### src/rtl/mem_wb_stage_pkg.sv
// Shared encodings and widths for the MEM/WB write-back stage.
package mem_wb_stage_pkg;

  localparam int MWB_DATA_W = 32;
  localparam int MWB_REG_AW = 5;

  // Write-back source select; WB_RSVD behaves like WB_ALU.
  typedef enum logic [1:0] {
    WB_ALU  = 2'b00,
    WB_MEM  = 2'b01,
    WB_LINK = 2'b10,
    WB_RSVD = 2'b11
  } wb_src_e;

  // Load width/extension; unlisted codes behave like LT_LW.
  typedef enum logic [2:0] {
    LT_LW  = 3'b000,
    LT_LB  = 3'b001,
    LT_LBU = 3'b010,
    LT_LH  = 3'b011,
    LT_LHU = 3'b100
  } load_type_e;

endpackage

### src/rtl/mem_wb_stage_load_extract.sv
// Sub-word load extraction: picks the addressed byte/halfword of the raw
// memory word and sign- or zero-extends it to the datapath width.
module mem_wb_stage_load_extract
  import mem_wb_stage_pkg::*;
#(
  parameter int DATA_W = MWB_DATA_W
) (
  input  logic [DATA_W-1:0] read_data,
  input  logic [2:0]        load_type,
  input  logic [1:0]        addr_low,
  output logic [DATA_W-1:0] ext_data
);

  logic [7:0]  byte_sel;
  logic [15:0] half_sel;

  // Lane select; addr_low[0] is ignored for halfwords (no alignment trap).
  always_comb begin
    byte_sel = read_data[{addr_low, 3'b000} +: 8];
    half_sel = read_data[{addr_low[1], 4'b0000} +: 16];
  end

  // Extend the selected lane according to the load type.
  always_comb begin
    ext_data = read_data;
    case (load_type)
      LT_LB:   ext_data = {{(DATA_W-8){byte_sel[7]}}, byte_sel};
      LT_LBU:  ext_data = {{(DATA_W-8){1'b0}}, byte_sel};
      LT_LH:   ext_data = {{(DATA_W-16){half_sel[15]}}, half_sel};
      LT_LHU:  ext_data = {{(DATA_W-16){1'b0}}, half_sel};
      default: ext_data = read_data;
    endcase
  end

endmodule

### src/rtl/mem_wb_stage.sv
// MEM/WB pipeline register and write-back stage. Drives the register file
// write port from flops, bypasses the same-cycle write into the ID read
// operands, and counts retired instructions.
module mem_wb_stage
  import mem_wb_stage_pkg::*;
#(
  parameter int DATA_W = MWB_DATA_W,
  parameter int REG_AW = MWB_REG_AW
) (
  input  logic              clk,
  input  logic              reset,
  input  logic              mem_valid,
  input  logic              mem_RegWrite,
  input  logic [1:0]        mem_MemtoReg,
  input  logic [2:0]        mem_load_type,
  input  logic [1:0]        mem_addr_low,
  input  logic [REG_AW-1:0] mem_Write_register,
  input  logic [DATA_W-1:0] mem_alu_result,
  input  logic [DATA_W-1:0] mem_read_data,
  input  logic [DATA_W-1:0] mem_pc_plus4,
  input  logic              wb_stall,
  input  logic              wb_flush,
  input  logic [REG_AW-1:0] rd_addr1,
  input  logic [REG_AW-1:0] rd_addr2,
  input  logic [DATA_W-1:0] rf_data1,
  input  logic [DATA_W-1:0] rf_data2,
  output logic              RegWrite,
  output logic [REG_AW-1:0] Write_register,
  output logic [DATA_W-1:0] Write_data,
  output logic              wb_valid,
  output logic [DATA_W-1:0] id_data1,
  output logic [DATA_W-1:0] id_data2,
  output logic [31:0]       retire_count
);

  logic [DATA_W-1:0] load_data;
  logic [DATA_W-1:0] wb_data_next;
  logic              reg_write_next;

  mem_wb_stage_load_extract #(
    .DATA_W(DATA_W)
  ) u_load_extract (
    .read_data (mem_read_data),
    .load_type (mem_load_type),
    .addr_low  (mem_addr_low),
    .ext_data  (load_data)
  );

  // Write-back source mux and $0 write suppression (register file has no hard-wired $0).
  always_comb begin
    wb_data_next = mem_alu_result;
    case (mem_MemtoReg)
      WB_MEM:  wb_data_next = load_data;
      WB_LINK: wb_data_next = mem_pc_plus4;
      default: wb_data_next = mem_alu_result;
    endcase
    reg_write_next = mem_valid & mem_RegWrite & (mem_Write_register != '0);
  end

  // Pipeline register: reset > flush > stall > load. Flush holds address/data.
  always_ff @(posedge clk) begin
    if (!reset) begin
      RegWrite       <= 1'b0;
      Write_register <= '0;
      Write_data     <= '0;
      wb_valid       <= 1'b0;
      retire_count   <= '0;
    end else if (wb_flush) begin
      RegWrite <= 1'b0;
      wb_valid <= 1'b0;
    end else if (!wb_stall) begin
      RegWrite       <= reg_write_next;
      Write_register <= mem_Write_register;
      Write_data     <= wb_data_next;
      wb_valid       <= mem_valid;
      if (mem_valid) begin
        retire_count <= retire_count + 32'd1;
      end
    end
  end

  // Write-through bypass: the register file commits at the edge, so a
  // same-cycle ID read would otherwise return the stale value.
  always_comb begin
    id_data1 = rf_data1;
    id_data2 = rf_data2;
    if (RegWrite && (rd_addr1 != '0) && (Write_register == rd_addr1)) begin
      id_data1 = Write_data;
    end
    if (RegWrite && (rd_addr2 != '0) && (Write_register == rd_addr2)) begin
      id_data2 = Write_data;
    end
  end

endmodule
### config.mk
export PLATFORM = sky130hd
export DESIGN_NAME = mem_wb_stage
export DESIGN_NICKNAME = d
export VERILOG_FILES = /design/src/rtl/mem_wb_stage_pkg.sv /design/src/rtl/mem_wb_stage_load_extract.sv /design/src/rtl/mem_wb_stage.sv
export SDC_FILE = /design/constraint.sdc
export NUM_CORES = 1
export LEC_CHECK = 0
export CORE_MARGIN = 4
export CORE_UTILIZATION = 34
export DETAILED_ROUTE_END_ITERATION = 8
export PLACE_DENSITY_LB_ADDON = 0.12
export SLEW_MARGIN = 15
export SYNTH_ARGS = -nofsm -noshare
export SYNTH_HDL_FRONTEND = slang
export SYNTH_SLANG_ARGS = --single-unit
### constraint.sdc
create_clock -name clk -period 1.9 [get_ports clk]
set_clock_uncertainty 0.05 [all_clocks]
set_input_delay 0.38 -clock clk [delete_from_list [all_inputs] [get_ports clk]]
set_output_delay 0.38 -clock clk [all_outputs]
set_load 0.01 [all_outputs]
# --- Word-level counts from Yosys, hierarchy flattened ---
# Index checks and enable logic that the tools add are counted.
word_totals:
  ff_bits: 71
  elab_cells: 35
  input_bits: 188
op_classes:
  shifts: 2
  bitwise: 5
  muxes: 4
  reduce_logical: 10
  eq_ne: 8
  add_sub_neg: 1
ops:
  columns: ["op", "count"]
  rows:
  - ["$pmux 32 s4", 1]
  - ["$mux 32", 2]
  - ["$pmux 32 s2", 1]
  - ["$add 32x1->32 const B", 1]
  - ["$shiftx 32x6->16", 1]
  - ["$shiftx 32x6->8", 1]
  - ["$reduce_bool 5->1", 3]
  - ["$eq 5x5->1", 2]
  - ["$eq 3x2->1 const B", 2]
  - ["$logic_and 1x1->1", 4]
  - ["$eq 3x1->1 const B", 1]
  - ["$eq 3x3->1 const B", 1]
  - ["$not 1->1", 3]
  - ["$reduce_and 3->1", 1]
  - ["$and 1x1->1", 2]
  - ["$eq 2x1->1 const B", 1]
  - ["$eq 2x2->1 const B", 1]
  - ["$reduce_and 2->1", 1]
  - ["$reduce_or 2->1", 1]

# --- Depth between registers and ports, before layout ---
# Gate-level depths: netlist (run 1).
depth:
  depth_word: 4
  mapped_depth: 9
  depth_no_buf: 7

# --- Cells and area by module ---
# A second synthesis (run 1) with hierarchy kept.
unflattened:
  cells_unflattened: 686
  hier_area_um2: 5373.9
by_module_without_submodules:
  columns: ["module", "seq_area_each_um2", "area_per_inst_um2", "instances", "cells_each"]
  rows:
  - ["mem_wb_stage", 1421.4, 4455.5, 1, 563]
  - ["mem_wb_stage_load_extract", 0.0, 918.4, 1, 123]

# --- Worst setup path before layout (run 1) ---
# No wires, ideal clock.
synth_timing:
  path_kind: "register -> output"
  from: "reg Write_register[2]"
  to: "out id_data1[10]"
  path_stages_with_launch: 7
  t_arrival_ns: 1.628
  required_time_ns: 1.470
  setup_slack_ns: -0.158
  path_cell_list: "dfxtp_1 -> xor2_1 -> nor3_1 -> nand3_1 -> nor2_1 -> buf_2 -> mux2_2"
synth_via:
  elab_chain_len: 3
synth_lines:
  columns: ["item", "line", "text"]
  rows:
  - ["start: declaration", "mem_wb_stage.sv:28", "output logic [REG_AW-1:0] Write_register,"]
  - ["start signal: assignment", "mem_wb_stage.sv:73", "Write_register <= mem_Write_register;"]
  - ["$eq 5x5->1", "mem_wb_stage.sv:87", "if (RegWrite && (rd_addr1 != '0) && (Write_register == rd_addr1)) begin"]
  - ["$logic_and 1x1->1", "mem_wb_stage.sv:87", null]
  - ["$mux 32", "mem_wb_stage.sv:87", null]
  - ["end: declaration", "mem_wb_stage.sv:31", "output logic [DATA_W-1:0] id_data1,"]
# Every way passes these cells.

# --- Final worst setup path (run 1) ---
layout_timing:
  from: "reg Write_register[1]"
  to: "out id_data1[21]"
# The elaborated chain is that of the path after synthesis.

==> metrics, run 1 <==
global-route wire length before repair 39.31 mm; WL per Instance 21.94 um; largest net degree at the start of global routing 48; required time at the endpoint of the critical path 1470 ps; number of antenna cells inserted 0; full die area 0.01723 mm2; final max-slew violation count 0; TritonCTS sink count 71; Clock transition at path regs 60 ps; flip-flop and latch count after synthesis 71; outcome finished, violations left; leftover overflow at the end of global routing 0; switching power of the nets 1.423 mW; Layout Utilization 0.7193; commonest non-fill, non-tap cells in the layout 245 x sky130_fd_sc_hd__clkdlybuf4s50_1, 85 x sky130_fd_sc_hd__buf_4, 76 x sky130_fd_sc_hd__buf_6, 64 x sky130_fd_sc_hd__dfxtp_1, 64 x sky130_fd_sc_hd__mux2_4; DRC violations left 0; Layout Nets 1197; total via count in the routed design 6688; Max H-tree Level 3; ratio of cells with drive above 1 in the final layout 0.3096; Critical path destination id_data1[21]; Fmax 371.1 MHz; Power Dens Cells 496.9 mW/mm2; boundary pin count 323; Rows 44; most frequent standard cell in the layout excluding fill and tap cells sky130_fd_sc_hd__clkdlybuf4s50_1; violation count after the first detailed-route iteration 439; switching power share of the total 0.2708; net count of the mapped netlist 792; endpoint of the most critical register-to-register path retire_count[11]$_SDFFE_PN0P_; number of antenna violations at the first check in global routing 0; RD Place Congestion 0.9024; share of total power in sequential cells 0.313; Pleak 4.317 nW; y dimension of the die 131.3 um; internal power summed over all cells 3.831 mW; number of global-route vias before repair 6864; clock tree root buffer cell sky130_fd_sc_hd__clkbuf_16; IO Port Bufs 322; Inst Count DP 1151; most instantiated flip-flop cell in the synthesis netlist sky130_fd_sc_hd__dfxtp_1; count of final hold-check violations 0; later-pin clock latency in the skew report 340 ps; number of vias per cell 5.597; total length of routed wires 26.22 mm; Reg2Reg Setup Slack 70 ps; final setup violation count 65; violated checks setup timing; CTS Buf Count 9; crit path launch Write_register[1]$_SDFFE_PN0P_; nature of the critical path startpoint flip-flop; Clock Tree Buf Depth 2; share of the yosys chip area belonging to registers 0.2752; fraction of synthesis flops using an asynchronous set or reset pin 0; Cells after Synth 601; part of the total power dissipated in the clock network 0.374; type of the most critical hold path flip-flop to flip-flop; worst r2r src retire_count[0]$_SDFFE_PN0P_; fin cells 1195; synthesized area 0.005165 mm2; Setup CP Type flip-flop to primary output; part of the total power dissipated in combinational logic 0.313; reg2reg path depth 7; maximum fanout count along the critical path 6; measured slew at the worst slew-check pin 439.5 ps; final critical-path required period 2694 ps; Initial Util 0.3514; area of the core 0.01470 mm2; synth warn 0; post-route clock period utilization 1.418; DP HPWL 19.41 mm; max capacitance violation total 0; peak supply drop 401.0 uV; post-synth cell types 52; normalized max-slew margin 0.7070; Tot GR Track Use 0.2857; CP arrival 2260 ps; TritonCTS clock tree yes; synthesis-to-layout area growth 104.7%; number of enable-type register cells in the synthesized netlist 0; mean instance size in the synthesized netlist 8.594 um2; number of search-and-repair iterations in the first detailed-routing pass 5; final worst-path setup slack -794.4 ps; unrepaired setup endpoints after global routing yes; horizontal die dimension 131.3 um; crit end category primary output; remaining antenna violation count 0
[worst min-delay path by stage]
stage	start	end	slack, ps	cells after the start
finish	wb_valid$_SDFFE_PP0N_	wb_valid$_SDFFE_PP0N_	480	2
global route	reset	wb_valid$_SDFFE_PP0N_	510	4
CTS	reset	RegWrite$_SDFFE_PP0N_	450	4
detailed placement	Write_register[3]$_SDFFE_PN0P_	Write_register[3]$_SDFFE_PN0P_	460	2
global placement	wb_valid$_SDFFE_PP0N_	wb_valid$_SDFFE_PP0N_	420	2
floorplan	Write_register[3]$_SDFFE_PN0P_	Write_register[3]$_SDFFE_PN0P_	450	2
[worst max-delay path, cell delays in order (launching register included)]
cell,delay [ps]
sky130_fd_sc_hd__dfxtp_4,350
sky130_fd_sc_hd__buf_6,130
sky130_fd_sc_hd__nor4_4,290
sky130_fd_sc_hd__nor3_2,80
sky130_fd_sc_hd__a21oi_2,160
sky130_fd_sc_hd__nor2_4,70
sky130_fd_sc_hd__buf_12,130
sky130_fd_sc_hd__buf_12,130
sky130_fd_sc_hd__buf_12,140
sky130_fd_sc_hd__mux2_4,310
sky130_fd_sc_hd__buf_6,120
[metrics by stage]
step | hold slack (ps) | area (um2) | total power, mW | setup slack, ps | TNS [ps]
2_1_floorplan | 448.9 | 5446 | 2.218 | -37.43 | -2246
4_1_cts | 453.9 | 10340 | 5.211 | -810.5 | -46480
3_5_place_dp | 457.5 | 9468 | 3.208 | -1150 | -93050
3_3_place_gp | 419.6 | 9468 | 3.176 | -1075 | -88000
6_report | 475.3 | 10570 | 5.254 | -794.4 | -44260
5_1_grt | 514.1 | 10570 | 5.450 | -883.5 | -51980
[state kept, by name (all words and copies together), names as in the netlist]
register and flops:
Write_register 5, wb_valid 1, RegWrite 1, Write_data 32
retire_count 32
[Yosys cell counts, drive strengths merged (14+ instances only)]
master	instances	area share
nand2	28	0.021
a21oi	21	0.020
mux2	66	0.14
o21ai	49	0.047
buf	15	0.014
o211ai	26	0.038
o22ai	25	0.030
a221o	25	0.048
xor2	14	0.024
nand3	17	0.016
dfxtp	71	0.28
and2	36	0.044
mux2i	17	0.033
clkbuf	33	0.024
nor2	33	0.024
xnor2	25	0.042
[repair_timing]
action | in CTS | in global routing
resized for setup | 351 | 64
pin swaps | 11 | 10
buffers inserted | 17 | 8
hold buffers | 0 | 0
gates cloned | 7 | 2
endpoints found under the setup margin | 108 | 116
[power groups by stage]
stage | Sequential [mW] | Clock (mW) | Combinational (mW)
4_1_cts | 1.64 | 1.99 | 1.58
3_3_place_gp | 1.67 | 0 | 1.50
5_1_grt | 1.65 | 2.06 | 1.74
2_1_floorplan | 1.67 | 0 | 0.553
6_report | 1.64 | 1.96 | 1.65
3_5_place_dp | 1.68 | 0 | 1.53
[cell type report]
cell class	count	area [um2]
clock inverter	5	106.4
multi-input combinational	474	3956
tap	184	230.2
inverter	8	30.03
sequential	71	1438
fill	1061	4126
clock buffer	11	232.7
timing repair buffer	442	4579
[per-layer routing]
layer | part of all wire | wire length, um | track usage
met1 | 0.40 | 10400 | 0.3419
met2 | 0.50 | 13230 | 0.5058
met3 | 0.058 | 1528 | 0.05772
met4 | 0.040 | 1061 | 0.1085
met5 | 0 | 0 | 0
[cells by family after synthesis]
| kind of cell | share of synthesized area |
|---|---|
| compound gates | 0.2495 |
| xor+xnor | 0.06613 |
| simple gates | 0.1812 |
| flops | 0.2752 |
| fa+ha+maj | 0.007268 |
| buf+inv | 0.04385 |
| mux | 0.1768 |
Power figures use the tool's default switching activity.
==> run 2, diff against run 1 <==
Settings changed: CORE_UTILIZATION 34 to 35, SYNTH_HIERARCHICAL set to 1.
==> run 2 against run 1 <==
Against the previous run: the flow still finishes with violations (setup timing); sequential power down 4%; synthesized cell count up 14%; critical path depth down 1; routed wire length down 5.9%; sequential share of layout area down 0.20 points; final cell count up 7.2%; global-route usage down 1.5 points.
==> metrics, run 2 <==
TritonCTS clock tree yes (unchanged); most instantiated flip-flop cell in the synthesis netlist sky130_fd_sc_hd__dfxtp_1 (unchanged); number of global-route vias before repair 6840 (was 6864); Worst path most repeated cell sky130_fd_sc_hd__buf_6 (was sky130_fd_sc_hd__buf_12); required time at the endpoint of the critical path 1470 ps (about the same); DRC violations left 0 (unchanged); Reg2Reg Setup Slack 30 ps (was 70 ps); count of final hold-check violations 0 (unchanged); slowest stage cell, crit path sky130_fd_sc_hd__mux2_4 (was sky130_fd_sc_hd__dfxtp_4); RD Place Congestion 0.8897 (was 0.9024); total via count in the routed design 6859 (was 6688); global-route wire length before repair 37.91 mm (was 39.31 mm); cell taking the most area after synthesis sky130_fd_sc_hd__dfxtp_1 (unchanged); Inst Count DP 1235 (was 1151); Fmax 392.2 MHz (was 371.1 MHz); clock tree root buffer cell sky130_fd_sc_hd__clkbuf_16 (unchanged); Clock transition at path regs 60 ps (about the same); most numerous cell in the Yosys netlist sky130_fd_sc_hd__nand2_1 (was sky130_fd_sc_hd__dfxtp_1); synthesis-to-layout area growth 100.2% (was 104.7%); unrepaired setup endpoints after global routing yes (unchanged); TritonCTS sink count 71 (unchanged); measured slew at the worst slew-check pin 390.9 ps (was 439.5 ps); crit end category primary output (unchanged); net count of the mapped netlist 877 (was 792); violated checks setup timing (unchanged); Crit path largest cell delay 320 ps (was 350 ps); number of fillers in the final layout 1219 (was 1061); nature of the critical path startpoint input port (was flip-flop); Layout Utilization 0.7105 (was 0.7193); number of antenna violations at the first check in global routing 3 (was 0); number of search-and-repair iterations in the first detailed-routing pass 5 (unchanged); maximum fanout count along the critical path 9 (was 6); WL per Instance 19.27 um (was 21.94 um); y dimension of the die 131.9 um (was 131.3 um); final critical-path required period 2550 ps (was 2694 ps); cell types occupying the most area after synthesis sky130_fd_sc_hd__dfxtp_1 26%, sky130_fd_sc_hd__mux2_2 14%, sky130_fd_sc_hd__nand2_1 9.7%, sky130_fd_sc_hd__a21oi_1 4.8%, sky130_fd_sc_hd__mux2i_1 4.7% (was sky130_fd_sc_hd__dfxtp_1 28%, sky130_fd_sc_hd__mux2_2 14%, sky130_fd_sc_hd__a221o_1 4.8%, sky130_fd_sc_hd__o21ai_0 4.7%, sky130_fd_sc_hd__xnor2_1 4.2%); later-pin clock latency in the skew report 330 ps (was 340 ps); largest net degree at the start of global routing 41 (was 48); worst r2r src retire_count[0]$_SDFFE_PN0P_ (unchanged); final total negative setup slack -38730 ps (was -44260 ps); most frequent standard cell in the layout excluding fill and tap cells sky130_fd_sc_hd__clkdlybuf4s50_1 (unchanged); Max H-tree Level 3 (unchanged); horizontal die dimension 131.9 um (was 131.3 um); endpoint of the most critical register-to-register path retire_count[20]$_SDFFE_PN0P_ (was retire_count[11]$_SDFFE_PN0P_); flip-flop and latch count after synthesis 71 (unchanged); Power Dens Cells 464.3 mW/mm2 (was 496.9 mW/mm2); Tot GR Track Use 0.2703 (was 0.2857); remaining antenna violation count 0 (unchanged); Initial Util 0.3548 (was 0.3514); normalized max-slew margin 0.7386 (was 0.7070); Clock Tree Buf Depth 2 (unchanged); startpoint of the lowest-slack hold path retire_count[31]$_SDFFE_PN0P_ (was wb_valid$_SDFFE_PP0N_); Setup CP Type input port to primary output (was flip-flop to primary output); synthesized area 0.005374 mm2 (was 0.005165 mm2); number of vias per cell 5.354 (was 5.597); Rows 45 (was 44); overall power after layout 4.996 mW (was 5.254 mW); IO Port Bufs 322 (unchanged); peak supply drop 475.7 uV (was 401.0 uV); max capacitance violation total 0 (unchanged); worst slack at placement -1072 ps (was -1150 ps); post-synth cell types 49 (was 52); mean instance size in the synthesized netlist 7.834 um2 (was 8.594 um2); full die area 0.01740 mm2 (was 0.01723 mm2); list of most frequent post-synthesis cells 139 x sky130_fd_sc_hd__nand2_1, 71 x sky130_fd_sc_hd__dfxtp_1, 67 x sky130_fd_sc_hd__mux2_2, 52 x sky130_fd_sc_hd__a21oi_1, 42 x sky130_fd_sc_hd__o21ai_0 (was 71 x sky130_fd_sc_hd__dfxtp_1, 66 x sky130_fd_sc_hd__mux2_2, 49 x sky130_fd_sc_hd__o21ai_0); type of the most critical hold path flip-flop to flip-flop (unchanged); final setup violation count 65 (unchanged); placed instance area 0.009686 mm2 (was 0.009468 mm2); ratio of cells with drive above 1 in the final layout 0.3165 (was 0.3096); final worst-path setup slack -649.7 ps (was -794.4 ps); DP HPWL 18.50 mm (was 19.41 mm); synth warn 6 (was 0); endpoint of the worst hold path retire_count[31]$_SDFFE_PN0P_ (was wb_valid$_SDFFE_PP0N_); Top Family by Delay on Critical Path buffers and inverters (unchanged); Layout Nets 1276 (was 1197); outcome finished, violations left (unchanged); violation count after the first detailed-route iteration 446 (was 439); CTS Buf Count 9 (unchanged); reg2reg path depth 5 (was 7); share of the yosys chip area belonging to registers 0.2645 (was 0.2752); Cells after Synth 686 (was 601); number of stages on the worst hold path 2 (unchanged); WHS 417.4 ps (was 475.3 ps); CP arrival 2120 ps (was 2260 ps); post-route clock period utilization 1.342 (was 1.418); registers with the most flip-flops Write_data: 32 flops, retire_count: 32 flops, Write_register: 5 flops (unchanged); worst-path cell chain dlygate4sd2_1 -> xnor2_2 -> nand2_1 -> a211oi_4 -> buf_4 -> buf_6 -> buf_16 -> mux2_4 -> buf_6 (was buf_6 -> nor4_4 -> nor3_2 -> a21oi_2 -> nor2_4 -> buf_12 -> buf_12 -> buf_12 -> mux2_4 -> buf_6); total length of routed wires 24.69 mm (was 26.22 mm); leftover overflow at the end of global routing 0 (unchanged); area of the core 0.01515 mm2 (was 0.01470 mm2); number of buffers inserted for hold repair after clock tree synthesis 0 (unchanged); Crit path buffers/inverters 5 (unchanged); final design area excluding fillers 0.01076 mm2 (was 0.01057 mm2); commonest non-fill, non-tap cells in the layout 236 x sky130_fd_sc_hd__clkdlybuf4s50_1, 138 x sky130_fd_sc_hd__nand2_1, 84 x sky130_fd_sc_hd__buf_4, 83 x sky130_fd_sc_hd__buf_6, 63 x sky130_fd_sc_hd__dfxtp_1 (was 245 x sky130_fd_sc_hd__clkdlybuf4s50_1, 85 x sky130_fd_sc_hd__buf_4, 76 x sky130_fd_sc_hd__buf_6, 64 x sky130_fd_sc_hd__dfxtp_1, 64 x sky130_fd_sc_hd__mux2_4); fraction of synthesis flops using an asynchronous set or reset pin 0 (unchanged); fin cells 1281 (was 1195); Pleak 4.327 nW (was 4.317 nW); number of enable-type register cells in the synthesized netlist 0 (unchanged); final max-slew violation count 0 (unchanged); fraction of synthesized cell area taken by the top area cell type 0.2645 (was 0.2752); boundary pin count 323 (unchanged)
run 2: repair_timing:
| item | in CTS | in global routing |
|---|---|---|
| cloned | 10 | 0 |
| setup endpoints to repair | 106 | 100 |
| gates resized for setup | 430 | 47 |
| pin swaps | 25 | 20 |
| buffers inserted | 21 | 1 |
run 2: how the worst max path moves through the flow:
stage                                         from                     endpoint  slack, ps  cells after the start
floorplan                          mem_addr_low[1]  Write_data[18]$_SDFFE_PN0N_       -250                     10
global placement                       rd_addr2[0]                 id_data2[17]      -1040                      7
detailed placement                     rd_addr2[1]                 id_data2[22]      -1070                      7
CTS                 Write_register[3]$_SDFFE_PN0N_                  id_data1[2]       -640                      8
global route        Write_register[2]$_SDFFE_PN0N_                 id_data1[20]       -690                      8
finish                                 rd_addr2[0]                 id_data2[24]       -650                      9
run 2: area by class of cell:
class,count,area (um2),share of cell area
Timing Repair Buffer,442,4503,0.4185
Multi-Input combinational cell,550,4229,0.3930
Sequential cell,71,1441,0.1340
Tap cell,188,235.2,0.02186
Clock buffer,9,225.2,0.02093
Clock inverter,7,77.57,0.007209
Inverter,11,41.29,0.003837
Antenna cell,3,7.507,0.0006977
run 2: cell families after synthesis:
kind of cell,synth area share
AND/OR/NAND/NOR,0.2219
AO/OA/AOI/OAI,0.2286
multiplexers,0.1912
flip-flops,0.2645
buffers and inverters,0.05402
XOR/XNOR,0.03097
adder cells (fa/ha/maj),0.008848
run 2: per-layer routing:
metal  wire length, um  GRT usage  share of wire  vias to the layer above
li1                  -          -              -                     3303
met1              9738     0.3188           0.39                     3195
met2             12420     0.4829           0.50                      317
met3              1881    0.06336          0.076                       44
met4               651    0.08693          0.026                        0
met5                 0          0              0                        -
run 2: tightest hold or removal path, cell delays in order, from the launching register on:
cell                      delay, ps
sky130_fd_sc_hd__dfxtp_1        320
sky130_fd_sc_hd__nand2_1         50
sky130_fd_sc_hd__mux2i_1         50
run 2: where the power goes:
part           leakage (nW)  switching [mW]  internal (mW)  total, mW
Clock                 0.147           0.695           1.03       1.73
Sequential            0.580          0.0586           1.53       1.58
Combinational          3.60           0.678           1.01       1.68
